<file path="config.mk">
export PLATFORM = sky130hd
export DESIGN_NAME = hazard_control_unit
export DESIGN_NICKNAME = d
export VERILOG_FILES = /design/src/rtl/hazard_control_unit.sv
export SDC_FILE = /design/constraint.sdc
export NUM_CORES = 1
export LEC_CHECK = 0
export ABC_CLOCK_PERIOD_IN_PS = 3250
export CORE_ASPECT_RATIO = 1.1
export CORE_MARGIN = 5
export CORE_UTILIZATION = 52
export DETAILED_ROUTE_END_ITERATION = 8
export GPL_TIMING_DRIVEN = 0
export PLACE_DENSITY = 0.86
export SETUP_SLACK_MARGIN = 0.02
export SYNTH_ARGS = -nofsm -noshare
export SYNTH_HDL_FRONTEND = slang
export SYNTH_SLANG_ARGS = --single-unit
</file>
<file path="constraint.sdc">
create_clock -name clk -period 3.25 [get_ports clk]
set_input_delay 0.4875 -clock clk [delete_from_list [all_inputs] [get_ports clk]]
set_output_delay 0.4875 -clock clk [all_outputs]
set_load 0.01 [all_outputs]
</file>
<file path="src/rtl/hazard_control_unit.sv">
// Pipeline sequencing controller: load-use stalls, taken-branch flushes and
// data-memory wait freezes with timeout abort, plus saturating stall/flush counters.
module hazard_control_unit #(
   parameter int CNT_W       = 16,
   parameter int MEM_TIMEOUT = 16
) (
   input  logic             clk,
   input  logic             reset,
   input  logic [4:0]       IF_ID_RS1,
   input  logic [4:0]       IF_ID_RS2,
   input  logic             IF_ID_UsesRS2,
   input  logic [4:0]       ID_EX_Rd,
   input  logic             ID_EX_MemRead,
   input  logic             EX_BranchTaken,
   input  logic             EX_MEM_MemReq,
   input  logic             DMEM_Ready,
   output logic             PCWrite,
   output logic             IF_ID_Write,
   output logic             IF_ID_Flush,
   output logic             ID_EX_Flush,
   output logic             Pipe_Hold,
   output logic             MEM_WB_Bubble,
   output logic             mem_timeout,
   output logic [CNT_W-1:0] stall_count,
   output logic [CNT_W-1:0] flush_count
);

   typedef enum logic {RUN, MEM_WAIT} state_t;

   localparam logic [7:0] WAIT_LAST = 8'(MEM_TIMEOUT - 1);

   state_t           state_reg, state_next;
   logic [7:0]       wait_cnt_reg, wait_cnt_next;
   logic             mem_timeout_reg;
   logic [CNT_W-1:0] stall_count_reg, flush_count_reg;

   logic mem_stall;
   logic abort;
   logic load_use;

   assign mem_stall = EX_MEM_MemReq & ~DMEM_Ready;
   assign abort     = (state_reg == MEM_WAIT) & mem_stall & (wait_cnt_reg == WAIT_LAST);
   assign load_use  = ID_EX_MemRead & (ID_EX_Rd != 5'd0) &
                      ((ID_EX_Rd == IF_ID_RS1) | (IF_ID_UsesRS2 & (ID_EX_Rd == IF_ID_RS2)));

   always_comb begin
      PCWrite       = 1'b1;
      IF_ID_Write   = 1'b1;
      IF_ID_Flush   = 1'b0;
      ID_EX_Flush   = 1'b0;
      Pipe_Hold     = 1'b0;
      MEM_WB_Bubble = 1'b0;
      if (reset) begin
         PCWrite       = 1'b0;
         IF_ID_Write   = 1'b0;
         IF_ID_Flush   = 1'b1;
         ID_EX_Flush   = 1'b1;
         MEM_WB_Bubble = 1'b1;
      end else if (mem_stall && !abort) begin
         // Whole pipe frozen; branch and load-use re-evaluate once memory answers.
         PCWrite       = 1'b0;
         IF_ID_Write   = 1'b0;
         Pipe_Hold     = 1'b1;
         MEM_WB_Bubble = 1'b1;
      end else begin
         MEM_WB_Bubble = abort;
         if (EX_BranchTaken) begin
            IF_ID_Flush = 1'b1;
            ID_EX_Flush = 1'b1;
         end else if (load_use) begin
            PCWrite     = 1'b0;
            IF_ID_Write = 1'b0;
            ID_EX_Flush = 1'b1;
         end
      end
   end

   always_comb begin
      state_next    = RUN;
      wait_cnt_next = 8'd0;
      if (mem_stall && !abort) begin
         state_next    = MEM_WAIT;
         wait_cnt_next = (state_reg == RUN) ? 8'd1 : wait_cnt_reg + 8'd1;
      end
   end

   always_ff @(posedge clk) begin
      if (reset) begin
         state_reg       <= RUN;
         wait_cnt_reg    <= 8'd0;
         mem_timeout_reg <= 1'b0;
         stall_count_reg <= '0;
         flush_count_reg <= '0;
      end else begin
         state_reg       <= state_next;
         wait_cnt_reg    <= wait_cnt_next;
         mem_timeout_reg <= mem_timeout_reg | abort;
         if (!PCWrite && stall_count_reg != {CNT_W{1'b1}})
            stall_count_reg <= stall_count_reg + 1'b1;
         if (IF_ID_Flush && flush_count_reg != {CNT_W{1'b1}})
            flush_count_reg <= flush_count_reg + 1'b1;
      end
   end

   assign mem_timeout = mem_timeout_reg;
   assign stall_count = stall_count_reg;
   assign flush_count = flush_count_reg;

endmodule

</file>
==> results of run 1 <==
==> routing by layer <==
metal,routed length [um],share of wire [%],vias to the layer above,track usage [%]
met5,0,0,-,0
met4,94,1.6,0,9.40
met3,481,8.2,9,6.13
met2,2920,50,93,37.5
met1,2400,41,1050,26.0
li1,-,-,1071,-
==> cell usage in the layout (no fill, tap or decap), drive strengths merged, types with 3 or more instances in the layout <==
cell type / instances
nor4b: 4
nor3: 5
or4: 13
nand3: 15
clkdlybuf4s50: 55
buf: 9
and3: 6
or3: 5
o31ai: 12
clkbuf: 13
xor2: 3
dfxtp: 42
nand4: 8
a21oi: 21
o21ai: 10
nor2: 27
nand2: 15
ha: 3
and4: 4
xnor2: 25
and2: 5
dlygate4sd2: 4
==> cell usage after synthesis (2+ instances only) <==
library cell,instances,area (um2)
and2_1,5,31.3
nand2_1,15,56.3
buf_6,2,22.5
nor4b_2,4,60.1
a21oi_2,4,35.0
buf_2,3,15.0
or3_1,5,31.3
and4_1,4,35.0
o21ai_1,5,25.0
o21ai_0,5,25.0
nand3_1,15,75.1
xor2_1,3,26.3
nand4_1,8,50.1
or4_1,13,97.6
ha_1,3,37.5
nor3_1,5,25.0
and3_1,6,37.5
nor2_1,27,101
nand2b_1,2,12.5
clkbuf_1,7,26.3
inv_1,2,7.51
o31ai_1,12,90.1
dfxtp_1,42,841
xnor2_1,25,219
a21oi_1,17,85.1
nor3b_1,2,15.0
==> layout make-up <==
type | instances | share of cell area, %
plain buffers | 13 | 2.34
clock buffers | 6 | 2.71
clock inverters | 2 | 1.97
inverters | 2 | 0.246
multi-input cells | 197 | 42.7
flip-flops and latches | 42 | 27.6
well taps | 52 | 2.13
repair buffers | 63 | 20.3
==> worst min path at each step <==
stage,endpoint
after floorplan,wait_cnt_reg[0]
after global placement,mem_timeout
after detailed placement,wait_cnt_reg[0]
after CTS,stall_count[5]
after global routing,stall_count[5]
final,stall_count[5]
==> power groups by stage <==
stage	clock network [mW]	logic (mW)	registers (mW)
6_report	0.509	0.137	0.531
3_5_place_dp	0	0.132	0.543
5_1_grt	0.553	0.149	0.533
3_3_place_gp	0	0.130	0.542
4_1_cts	0.523	0.136	0.531
2_1_floorplan	0	0.0629	0.544
==> tightest hold or removal path, stage by stage, from the launching register on <==
cell,delay (ns)
dfxtp_1,0.34
o31ai_1,0.07
a21oi_1,0.05
==> metrics by stage <==
stage	instance area, um2	utilization, %	hold WS, ns	setup WS (ns)
2_1_floorplan	2210	-	0.443	0.856
3_3_place_gp	2870	71.4	0.457	-0.278
3_5_place_dp	2870	71.4	0.477	-0.330
4_1_cts	3040	75.6	0.496	0.0261
5_1_grt	3050	75.8	0.542	0.0519
6_report	3050	75.8	0.501	0.185
==> cell families (layout without fill, tap and decap cells) <==
kind of cell / count (synthesis) / count (layout)
AND/OR/NAND/NOR: 114 / 114
AO/OA/AOI/OAI: 52 / 52
flip-flops: 42 / 42
XOR/XNOR: 28 / 28
buffers and inverters: 15 / 86
adder cells (fa/ha/maj): 3 / 3
==> timing repair <==
item,CTS,global route
setup endpoints to repair,4,3
setup buffers,2,1
pin swaps,3,2
gates resized for setup,7,1
cloned,0,0
==> results.sh, run 1 <==
export IMPL_status="complete, no violations"
export IMPL_synthMuxAreaShare_pct=0
export IMPL_maxSlewHeadroom_pct=49.1
export IMPL_finalSetupTns_ns=0
export IMPL_synthCells=254
export IMPL_synth_ff_type="dfxtp_1"
export IMPL_crit_type="in2out"
export IMPL_io_pins=61
export IMPL_rrSetupSlack_ns=0.89
export IMPL_min_path_type="reg2reg"
export IMPL_synth_area_per_cell_um2=8.69
export IMPL_antenna_found_initial=0
export IMPL_drt_iter0_markers=227
export IMPL_cp_depth=7
export IMPL_critical_path_most_common_cell="clkdlybuf4s50_1"
export IMPL_grt_setup_unrepaired="no"
export IMPL_cp_start_kind="primary input"
export IMPL_clk_pin_slew_ns=0.08
export IMPL_clock_sinks=42
export IMPL_synth_top_family_by_area="simple AND/OR/NAND/NOR gates"
export IMPL_die_area_um2=5650
export IMPL_maxCapViolCount=0
export IMPL_drc_errors=0
export IMPL_cts_buffers=5
export IMPL_syn_nets=279
export IMPL_critPathMaxStageDelay_ns=0.59
export IMPL_crit_start="ID_EX_Rd[0]"
export IMPL_hpwl_mm=4.10
export IMPL_critPathCaptureType="primary output"
export IMPL_synthSimpleGateAreaFrac_pct=29.9
export IMPL_cpMaxStageDelayCell="clkdlybuf4s50_1"
export IMPL_ys_seq_area_share_pct=38.1
export IMPL_clk_path_buf_depth=2
export IMPL_r2r_start="wait_cnt_reg[0]"
export IMPL_hold_path_depth=2
export IMPL_grt_max_degree=14
export IMPL_cts_root_buf="clkbuf_8"
export IMPL_seq_power_share_pct=45.1
export IMPL_wl_per_cell_um=15.6
export IMPL_numPortBuffers=60
export IMPL_multi_input_area_um2=1300
export IMPL_switchingPower_mw=0.255
export IMPL_async_flop_share_pct=0
export IMPL_start_util_pct=54.9
export IMPL_synth_seq_cells=42
export IMPL_final_antenna_net_count=0
export IMPL_final_cells=377
export IMPL_fillers=306
export IMPL_ir_drop_uv=286
export IMPL_die_h_um=78.4
export IMPL_clk_latency_ns=0.30
export IMPL_cp_top_family="buffers and inverters"
export IMPL_drv_slew=0
export IMPL_final_period_utilization_pct=94.3
export IMPL_viasPerCell=5.90
export IMPL_pwr_share_clk_pct=43.2
export IMPL_drive_gt1_share_pct=9.85
export IMPL_overflow=0
export IMPL_cts_tree="done"
export IMPL_first_global_vias=2284
export IMPL_reg2reg_to="stall_count[14]"
export IMPL_required_ns=2.76
export IMPL_finalSetupViolations=0
export IMPL_power_total_mw=1.18
export IMPL_fin_skew_ns=0.00710
export IMPL_power_density_nw_per_um2=386
export IMPL_diodes=0
export IMPL_drt_total_wl_mm=5.89
export IMPL_fp_dieW_um=72.1
export IMPL_synthXorXnorAreaFrac_pct=11.1
export IMPL_synthToLayoutAreaGrowth_pct=38.1
export IMPL_power_frac_comb_pct=11.6
export IMPL_finalNetCount=349
export IMPL_synth_compound_area_share_pct=15.7
export IMPL_synth_cell_types=39
export IMPL_path_cells="clkdlybuf4s50_1, xnor2_1, nand3_1, o22ai_1, nand2_1, o21ai_0, clkdlybuf4s50_1"
export IMPL_synth_warnings=0
export IMPL_sw_frac_of_total_pct=21.7
export IMPL_fin_crit_ns=3.07
export IMPL_synthesis_area_um2=2210
export IMPL_num_rows=24
export IMPL_track_usage_pct=22.2
export IMPL_worst_pin_slew_ns=0.761
export IMPL_htree_levels=2
export IMPL_p_int_mw=0.922
export IMPL_crit_path_end="ID_EX_Flush"
export IMPL_max_freq_ghz=0.326
export IMPL_min_from="stall_count[5]"
export IMPL_synthAdderAreaFrac_pct=1.70
export IMPL_ctsHoldBuffers=0
export IMPL_register_area_um2=841
export IMPL_grt_first_pass_wirelength_mm=10.2
export IMPL_critical_path_peak_fanout=3
export IMPL_gp_congestion=0.821
export IMPL_dpl_cell_count=366
export IMPL_reg2reg_depth=9
export IMPL_coreArea_um2=4020
export IMPL_leakagePower_nw=0.986
export IMPL_cp_arrival_ns=2.58
export IMPL_crit_buf_inv=2
export IMPL_final_hold_viol_count=0
export IMPL_synth_edff_count=0
export IMPL_via_count=2223
export IMPL_firstDrtPassIters=4
Power figures use the tool's default switching activity.
==> run 2, diff against run 1 <==
--- a/config.mk
+++ b/config.mk
@@ -5,14 +5,14 @@
 export SDC_FILE = /design/constraint.sdc
 export NUM_CORES = 1
 export LEC_CHECK = 0
-export ABC_CLOCK_PERIOD_IN_PS = 3250
 export CORE_ASPECT_RATIO = 1.1
-export CORE_MARGIN = 5
+export CORE_MARGIN = 1.5
 export CORE_UTILIZATION = 52
 export DETAILED_ROUTE_END_ITERATION = 8
 export GPL_TIMING_DRIVEN = 0
 export PLACE_DENSITY = 0.86
 export SETUP_SLACK_MARGIN = 0.02
+export SKIP_CTS_REPAIR_TIMING = 1
 export SYNTH_ARGS = -nofsm -noshare
 export SYNTH_HDL_FRONTEND = slang
 export SYNTH_SLANG_ARGS = --single-unit
==> run 2 against run 1 <==
  * Core utilization is 0.65 points lower
  * Clock skew hardly changed
  * Sequential share of layout area is 0.24 points higher
  * Via count is 1.3% lower
  * Clock power is 31% lower
  * Flip-flop and latch count stayed put
  * Critical path depth is 2 higher
  * Setup slack worse by 0.083 ns
  * Largest power group unchanged
==> results.sh, run 2 (synthesis gave the netlist of run 1 again) <==
export IMPL_leakagePower_nw=0.992
export IMPL_crit_type="in2out"
export IMPL_cts_tree="done"
export IMPL_wl_per_cell_um=14.7
export IMPL_min_path_type="reg2reg"
export IMPL_grt_met3_usage_pct=6.59
export IMPL_drive_gt1_share_pct=9.79
export IMPL_crit_buf_inv=5
export IMPL_multi_input_area_um2=1300
export IMPL_clk_path_buf_depth=2
export IMPL_timing_hold_ws_ns=0.483
export IMPL_critical_path_peak_fanout=11
export IMPL_final_cells=379
export IMPL_final_hold_viol_count=0
export IMPL_overflow=0
export IMPL_required_ns=2.76
export IMPL_cts_buffers=5
export IMPL_diodes=0
export IMPL_drt_total_wl_mm=5.56
export IMPL_layout_setup_ws_ns=0.101
export IMPL_numPortBuffers=60
export IMPL_maxCapViolCount=0
export IMPL_final_cell_mix="56 x clkdlybuf4s50_1, 42 x dfxtp_1, 27 x nor2_1"
export IMPL_critPathMaxStageDelay_ns=0.55
export IMPL_cp_top_family="buffers and inverters"
export IMPL_htree_levels=2
export IMPL_register_area_um2=841
export IMPL_grt_first_pass_wirelength_mm=8.94
export IMPL_die_h_um=71.4
export IMPL_path_cells="clkdlybuf4s50_1, xnor2_1, nand3_1, o22ai_1, a211oi_4, buf_6, buf_6, buf_4, clkdlybuf4s50_1"
export IMPL_io_pins=61
export IMPL_drc_errors=0
export IMPL_power_density_nw_per_um2=337
export IMPL_grtUsageMet1_pct=29.0
export IMPL_clock_sinks=42
export IMPL_final_antenna_net_count=0
export IMPL_grt_setup_unrepaired="no"
export IMPL_status="complete, no violations"
export IMPL_mostFrequentLayoutCell="clkdlybuf4s50_1"
export IMPL_firstDrtPassIters=4
export IMPL_finalSetupViolations=0
export IMPL_synthToLayoutAreaGrowth_pct=36.9
export IMPL_design_area_um2=3020
export IMPL_max_freq_ghz=0.318
export IMPL_worst_pin_slew_ns=0.742
export IMPL_cp_start_kind="primary input"
export IMPL_fp_dieW_um=65.1
export IMPL_fin_skew_ns=0.00680
export IMPL_start_util_pct=54.9
export IMPL_coreArea_um2=4020
export IMPL_via_count=2195
export IMPL_final_period_utilization_pct=96.9
export IMPL_num_rows=24
export IMPL_cpMaxStageDelayCell="clkdlybuf4s50_1"
export IMPL_post_route_util_pct=75.2
export IMPL_finalNetCount=351
export IMPL_viasPerCell=5.79
export IMPL_clk_pin_slew_ns=0.08
export IMPL_cp_arrival_ns=2.66
export IMPL_placedInstanceArea_um2=2870
export IMPL_place_ws_ns=-0.318
export IMPL_antenna_found_initial=0
export IMPL_critPathCaptureType="primary output"
export IMPL_hpwl_mm=3.88
export IMPL_fillers=323
export IMPL_met2_usage_pct=41.5
export IMPL_track_usage_pct=24.1
export IMPL_drv_slew=0
export IMPL_grt_max_degree=13
export IMPL_first_global_vias=2036
export IMPL_gp_congestion=0.913
export IMPL_grt_busiest_layer="met2"
export IMPL_die_area_um2=4650
export IMPL_cts_root_buf="clkbuf_8"
export IMPL_power_total_mw=1.02
export IMPL_fin_crit_ns=3.15
export IMPL_ir_drop_uv=207
export IMPL_clk_latency_ns=0.29
export IMPL_maxSlewHeadroom_pct=50.4
export IMPL_finalSetupTns_ns=0
export IMPL_dpl_cell_count=366
export IMPL_drt_iter0_markers=184
==> run 2: changes by cell type in the layout (fill, tap and decap cells not counted) <==
cell	delta
dlygate4sd2_1	-4
bufinv_16	-2
clkdlybuf4s50_1	+1
nor2_2	-1
clkinv_2	+1
nor2_1	+1
dlymetal6s2s_1	+3
clkbuf_1	+1
buf_4	+2
==> run 2: worst reg2reg max path, delay by kind of cell, from the launching register on <==
kind            cells  cell delay, ns
fa+ha+maj           1            0.22
compound gates      3            0.59
flops               1            0.33
simple gates        2            0.65
buf+inv             3            0.48
==> run 2: cell type report <==
class	instances	area share (%)
Clock inverter	1	0.165
Timing Repair Buffer	65	21.4
Multi-Input combinational cell	197	43.0
Tap cell	52	2.15
Buffer	13	2.36
Clock buffer	7	2.85
Inverter	2	0.248
Sequential cell	42	27.8
==> run 2: where the power goes <==
part / switching [mW] / internal [mW]
sequential: 0.00932 / 0.522
clock: 0.179 / 0.172
combinational: 0.0629 / 0.0759
total: 0.251 / 0.769
==> run 2: worst paths after layout <==
kind                   start              end  slack (ns)  cells past startpoint
min reg2reg      mem_timeout      mem_timeout        0.48                      2
max reg2reg  wait_cnt_reg[0]  stall_count[11]        0.91                      9
max              ID_EX_Rd[0]          PCWrite        0.10                      9
min              mem_timeout      mem_timeout        0.48                      2
==> run 2: routing by layer <==
metal / vias to the layer above / share of wire, %
li1: 1076 / -
met1: 1048 / 43
met2: 67 / 51
met3: 4 / 5.2
met4: 0 / 0.65
met5: - / 0
